===== config.mk =====
export PLATFORM = sky130hd
export DESIGN_NAME = mac_pipe
export DESIGN_NICKNAME = d
export VERILOG_FILES = /design/src/rtl/mac_pipe.sv
export SDC_FILE = /design/constraint.sdc
export NUM_CORES = 1
export LEC_CHECK = 0
export CORE_MARGIN = 2
export CORE_UTILIZATION = 47
export DETAILED_ROUTE_END_ITERATION = 6
export PLACE_DENSITY_LB_ADDON = 0.12
export SETUP_SLACK_MARGIN = 0.15
export SYNTH_ARGS = -nofsm -noshare
export SYNTH_HDL_FRONTEND = slang
export SYNTH_SLANG_ARGS = --single-unit

===== constraint.sdc =====
create_clock -name clk -period 6 [get_ports clk]
set_input_delay 1.2 -clock clk [delete_from_list [all_inputs] [get_ports clk]]
set_output_delay 1.2 -clock clk [all_outputs]
set_load 0.01 [all_outputs]

===== src/rtl/mac_pipe.sv =====
// rtl/mac_pipe.sv - three-stage unsigned multiply-add/accumulate pipeline with saturation
// Stage 1 registers operands, stage 2 the product, stage 3 the clipped result and accumulator.
module mac_pipe #(
  parameter int SIZE_A        = 8,
  parameter int SIZE_B        = 8,
  parameter int SIZE_C        = 8,
  parameter int SIZE_DATA_OUT = 16
) (
  input  logic                     clk,
  input  logic                     reset,
  input  logic                     in_valid,
  output logic                     in_ready,
  input  logic [SIZE_A-1:0]        A,
  input  logic [SIZE_B-1:0]        B,
  input  logic [SIZE_C-1:0]        C,
  input  logic [1:0]               mode,
  output logic                     out_valid,
  input  logic                     out_ready,
  output logic [SIZE_DATA_OUT-1:0] DATA_OUT,
  output logic                     out_sat
);

  localparam int SP = SIZE_A + SIZE_B;
  localparam int SW = SIZE_DATA_OUT + 1;
  localparam logic [1:0] MODE_ACC_START = 2'b01;
  localparam logic [1:0] MODE_ACC       = 2'b10;

  logic adv;

  logic              v1;
  logic [SIZE_A-1:0] a1;
  logic [SIZE_B-1:0] b1;
  logic [SIZE_C-1:0] c1;
  logic [1:0]        mode1;

  logic              v2;
  logic [SP-1:0]     p2;
  logic [SIZE_C-1:0] c2;
  logic [1:0]        mode2;

  logic [SIZE_DATA_OUT-1:0] acc;
  logic                     acc_sat;

  logic [SW-1:0]            base;
  logic [SW-1:0]            sum;
  logic                     clip;
  logic [SIZE_DATA_OUT-1:0] res;

  assign adv      = !out_valid || out_ready;
  assign in_ready = adv;

  // A saturated run stays pinned at all-ones even if later products are zero.
  always_comb begin
    base = (mode2 == MODE_ACC) ? {1'b0, acc} : SW'(c2);
    sum  = base + SW'(p2);
    clip = sum[SIZE_DATA_OUT] || ((mode2 == MODE_ACC) && acc_sat);
    res  = clip ? '1 : sum[SIZE_DATA_OUT-1:0];
  end

  always_ff @(posedge clk) begin
    if (reset) begin
      v1        <= 1'b0;
      a1        <= '0;
      b1        <= '0;
      c1        <= '0;
      mode1     <= '0;
      v2        <= 1'b0;
      p2        <= '0;
      c2        <= '0;
      mode2     <= '0;
      out_valid <= 1'b0;
      DATA_OUT  <= '0;
      out_sat   <= 1'b0;
      acc       <= '0;
      acc_sat   <= 1'b0;
    end else if (adv) begin
      v1        <= in_valid;
      a1        <= A;
      b1        <= B;
      c1        <= C;
      mode1     <= mode;
      v2        <= v1;
      p2        <= SP'(a1) * SP'(b1);
      c2        <= c1;
      mode2     <= mode1;
      out_valid <= v2;
      if (v2) begin
        DATA_OUT <= res;
        out_sat  <= clip;
        if (mode2 == MODE_ACC_START || mode2 == MODE_ACC) begin
          acc     <= res;
          acc_sat <= clip;
        end
      end
    end
  end

endmodule

==> results.tsv <==
metric	value	unit
Syn. warnings	0	
Max Cap Violations	0	
num rows	41	
IO Count	49	
first-pass GRT wire length	21200	microns
Crit Path Class	flip-flop to flip-flop	
Antenna Nets Post-Route	0	
PwrDens	209	nW/um^2
clock sink count	89	
Netlist cell types	47	
Post-Syn Area per Cell	8.42	sq um
Starting Density	47.8	%
Worst Skew	0.00791	ns
Slew HR	36.6	%
via count	4809	
DRT iter0 DRCs	224	
DR vias/cell	5.23	
Seq pwr share	45.6	%
Ant. Diodes	0	
Hold Fails Final Rpt	0	
CTS tree	built	
gpl congestion	0.887	
combinational power share	17.6	%
Core ar.	12500	sq um
Mapped Cells	710	
drt pass-1 iters	4	
initial antenna violation count	0	
DRC	0	
P_int	1.02	mW
worst skew pair latency	0.35	ns
final wirelength	12900	microns
syn nets	830	
Top Metal Used	met4	
share of post-route cells with drive strength above 1	4.82	%
Die H	117	microns
Post-synth ARST share	0	%
status	completed	
Crit. End Element	flip-flop	
Total Routing Usage GR	19.8	%
final period utilization	75.6	%
number of setup buffers added after CTS	0	
post-CTS resize count	0	
port bufs	48	
RSZ-0062 raised after global routing	no	
die width	117	microns
Leak Pwr	3.05	nW
Achievable Freq	0.220	GHz
htree depth	3	
routed metal-1 wirelength	6010	microns
Tightest Pin Transition	0.952	ns
CP arrival	4.77	ns
Post-synth EDFFs	0	
hpwl dp	9610	microns
Clk pwr share	36.8	%
CTS max path bufs	2	
Remaining Overflow, GRT	0	
Final min period	4.54	ns
Root Buffer	clkbuf_16	
Min-Delay Path Class	flip-flop to flip-flop	
Startpoint Class	flip-flop	
met2 wire length	6220	microns
Synth Flop Type	dfxtp_1	
peak supply drop	0.0988	mV
flops & latches, synth	89	
Die ar.	13600	sq um
TritonCTS buffer count	9	
vias in the first global route	4496	
Final setup viols	0	
CTS clk-pin slew, worst paths	0.06	ns
Sw Share	28.7	%
P&R area growth vs syn	14.6	%
largest net degree at the start of global routing	94	
Final Hold Slack	0.453	ns
Net Sw Power	0.411	mW
CP max FO	9	
cts hold-fix bufs	0	
Final Max Slew Viols	0	
met3 routed WL	361	microns
WL/cell	14.0	microns
Setup TNS	0	ns
sequential cell area fraction in the yosys report	29.8	%
Nets	863	
Synth Cell Area	5980	sq um
Crit path required time	6.23	ns
[cells in the final DEF, fill, tap and decap left out, types with 3 or more instances in the layout]
cell             Yosys  layout
nand2_1            117     117
dfxtp_1             89      89
a21oi_1             66      66
and2_1              58      58
ha_1                53      53
nor2_1              51      51
inv_1               48      48
clkdlybuf4s50_1      0      47
fa_1                37      37
nor3_1              25      25
a311oi_1            15      15
a211oi_1            14      14
o21ai_0             13      13
a21o_1              11      11
xnor2_1             10      10
xor2_1               9       9
clkbuf_16            0       9
mux2_2               8       8
nand2b_1             8       8
and3_1               5       5
nor2b_1              6       5
nand3b_1             4       4
buf_4                1       4
or3_1                3       3
nand3_1              3       3
clkinvlp_4           0       3
[cells by family after synthesis]
| group | share of synthesized area, % |
|---|---|
| adders and majority gates | 23.5 |
| AOI/OAI and AO/OA | 15.0 |
| and+or+nand+nor | 22.2 |
| buffers and inverters | 5.21 |
| muxes | 1.51 |
| DFF | 29.8 |
| xor gates and xnor gates | 2.78 |
[sequential cells by signal (all words and copies together), names as in the netlist, 2 cells and up]
signal and cells:
mode2 2, acc 16, c1 8, mode1 2, b1 8, c2 8, a1 8, p2 16
DATA_OUT 16
[cell usage after synthesis, types with 2 or more instances]
cell,count,share of area (%)
and2_1,58,6.1
clkbuf_1,28,1.8
a31oi_1,2,0.21
o41ai_1,2,0.29
o21ai_0,13,1.1
nor3_1,25,2.1
inv_2,2,0.13
o211ai_1,2,0.25
or3_1,3,0.31
nand2_1,117,7.3
dfxtp_1,89,30
nor2_1,51,3.2
and3_1,5,0.52
nand3b_1,4,0.50
inv_1,48,3.0
xnor2_1,10,1.5
nor2b_1,6,0.63
nand3_1,3,0.25
ha_1,53,11
fa_1,37,12
mux2_2,8,1.5
a211oi_1,14,1.8
a311oi_1,15,2.2
xor2_1,9,1.3
a211o_1,2,0.29
a21oi_1,66,5.5
nand2b_1,8,0.84
a21o_1,11,1.4
[stage by stage]
| step | cells | util (%) | worst slack [ns] | total power, mW | area, sq um |
|---|---|---|---|---|---|
| final | 919 | 54.7 | 1.46 | 1.43 | 6850 |
| after global routing | 919 | 54.7 | 1.14 | 1.51 | 6850 |
| after CTS | 919 | 54.7 | 1.44 | 1.45 | 6850 |
| after detailed placement | 904 | 52.6 | 1.46 | 0.919 | 6580 |
| after global placement | 904 | 52.6 | 1.58 | 0.913 | 6580 |
| after floorplan | 710 | - | 1.76 | 0.839 | 5980 |
[power groups by stage]
stage / combinational, mW / sequential (mW) / clock (mW)
floorplan: 0.179 / 0.659 / 0
CTS: 0.256 / 0.653 / 0.541
global route: 0.289 / 0.658 / 0.565
global placement: 0.248 / 0.664 / 0
detailed placement: 0.253 / 0.666 / 0
finish: 0.252 / 0.653 / 0.527
[worst max-delay path: stages (launching register included)]
cell and delay [ns]:
dfxtp_1 0.46, and2_1 0.19, fa_1 0.44, fa_1 0.51
fa_1 0.55, inv_1 0.06, fa_1 0.54, inv_1 0.05
ha_1 0.34, a21o_1 0.19, a211oi_1 0.30, nand2b_1 0.09
a21o_1 0.17, a31oi_1 0.26, xor2_1 0.17, o21ai_0 0.09
[final cells by class]
class | count | area, sq um
repair buffers | 52 | 505
clock inverters | 6 | 45.0
clock buffers | 9 | 225
fillers | 1251 | 5660
inverters | 50 | 188
multi-input cells | 541 | 3890
well taps | 172 | 215
flip-flops and latches | 89 | 1780
[final timing paths]
check / slack (ns) / cells past startpoint / from / end
max: 1.46 / 15 / a1[2] / p2[13]
min: 0.45 / 2 / c1[3] / c1[3]
max reg2reg: 1.46 / 15 / a1[2] / p2[13]
min reg2reg: 0.45 / 2 / c1[3] / c1[3]
[routing by layer]
metal  track usage, %  vias up
li1                 -     2464
met1             24.8     2240
met2             33.9       84
met3             3.24       21
met4             8.39        0
met5                0        -
Power figures use the tool's default switching activity.
==> variant: new RTL, same flow settings <==
Set the parameter `SIZE_B` to 4 (it was 8).
--- a/src/rtl/mac_pipe.sv
+++ b/src/rtl/mac_pipe.sv
@@ -2,7 +2,7 @@
 // Stage 1 registers operands, stage 2 the product, stage 3 the clipped result and accumulator.
 module mac_pipe #(
   parameter int SIZE_A        = 8,
-  parameter int SIZE_B        = 8,
+  parameter int SIZE_B        = 4,
   parameter int SIZE_C        = 8,
   parameter int SIZE_DATA_OUT = 16
 ) (
Interface: changed (resized B); port bits go from 49 to 45. No check against the original RTL was run, so the function may have changed too.
==> variant against the original RTL <==
  * Synthesized area decreased by 24%
  * Cell area decreased by 23%
  * First-iteration DRC count shrank 53%
  * Wire length down 25%
  * Power decreased by 20%
  * Synthesized cell count is 22% lower
  * Sequential cell count is 8 lower
  * Worst setup slack improved by 450 ps
  * Highest routed layer unchanged
==> variant: results (changes against the original RTL) <==
- The top cell family by delay on the critical path is compound AO/OA/AOI/OAI gates (was adder cells).
- The met3 demand-to-capacity share in global routing is 2.74% (was 3.24%).
- The worst-path maximum fanout was 20 (was 9).
- The number of placed instances with taps included is 703 (was 904).
- The synthesized area is 0.00454 mm² (was 0.00598 mm²).
- The number of global-route vias before repair came to 3627 (was 4496).
- The area used by sequential logic in the layout was 0.00162 mm² (was 0.00178 mm²).
- Cell types with the largest area share after synthesis: sky130_fd_sc_hd__dfxtp_1 (36%), sky130_fd_sc_hd__nand2_1 (8.9%), sky130_fd_sc_hd__ha_1 (8.0%) (was sky130_fd_sc_hd__dfxtp_1 (30%), sky130_fd_sc_hd__fa_1 (12%), sky130_fd_sc_hd__ha_1 (11%)).
- The wire length of the first global-routing pass is 16800 µm (was 21200 µm).
- The transition time at the pin with the least slew margin came to 897 ps (was 952 ps).
- The non-clock buffer total of the final layout came to 49 (was 52).
- The total number of nets in the final design came to 653 (was 863).
- The cell area after placement was 0.00506 mm² (was 0.00658 mm²).
- The number of flip-flops and latches in the synthesized netlist was 81 (was 89).
- List of most frequent post-synthesis cells: sky130_fd_sc_hd__nand2_1 (108), sky130_fd_sc_hd__dfxtp_1 (81), sky130_fd_sc_hd__a21oi_1 (59) (was sky130_fd_sc_hd__nand2_1 (117), sky130_fd_sc_hd__dfxtp_1 (89), sky130_fd_sc_hd__a21oi_1 (66)).
- The HPWL after detailed placement is 7020 µm (was 9610 µm).
- The share of final-layout standard cells stronger than drive strength 1 was 8.14% (was 4.82%).
- The termination of the worst setup path is DATA_OUT[14]$_SDFFE_PP0P_ (was p2[13]$_SDFFE_PP0N_).
- The post-route clock skew is 10.9 ps (was 7.91 ps).
- The number of non-clock inverters in the layout is 24 (was 50).
- The average instance area after synthesis is 8.19 µm² (was 8.42 µm²).
- The biggest cell delay along the critical path is 780 ps (was 550 ps).
- The number of filler instances in the final layout is 890 (was 1251).
- The mean number of vias per cell is 5.24 (was 5.23).
- Largest registers: DATA_OUT (16), acc (16), p2 (12) (was DATA_OUT (16), acc (16), p2 (16)).
- The source of the critical timing path is mode2[0]$_SDFFE_PP0N_ (was a1[2]$_SDFFE_PP0N_).
- Result of the run: complete, no violations (unchanged).
- The clock-pin slew on the worst setup and hold paths came to 90 ps (was 60 ps).
- The areal power density over the cells is 217 mW/mm² (was 209 mW/mm²).
variant: kinds of logic after synthesis:
kind of cell,synth area share [%]
and+or+nand+nor,22.3
adders and majority gates,13.7
DFF,35.7
muxes,1.99
buffers and inverters,4.55
xor gates and xnor gates,2.90
AOI/OAI and AO/OA,18.8
variant: worst min path at each step:
| stage | to | slack [ps] | depth (start not counted) |
|---|---|---|---|
| after floorplan | c2[0]$_SDFFE_PP0N_ | 430 | 2 |
| after global placement | c1[6]$_SDFFE_PP0N_ | 440 | 2 |
| after detailed placement | c1[5]$_SDFFE_PP0N_ | 440 | 2 |
| after CTS | c1[6]$_SDFFE_PP0N_ | 460 | 2 |
| after global routing | c2[5]$_SDFFE_PP0N_ | 470 | 2 |
| final | c1[7]$_SDFFE_PP0N_ | 450 | 2 |
variant: metal layers:
layer / part of all wire (%) / wire length, µm
met1: 48 / 4630
met2: 47 / 4510
met3: 3.3 / 316
met4: 2.2 / 209
met5: 0 / 0
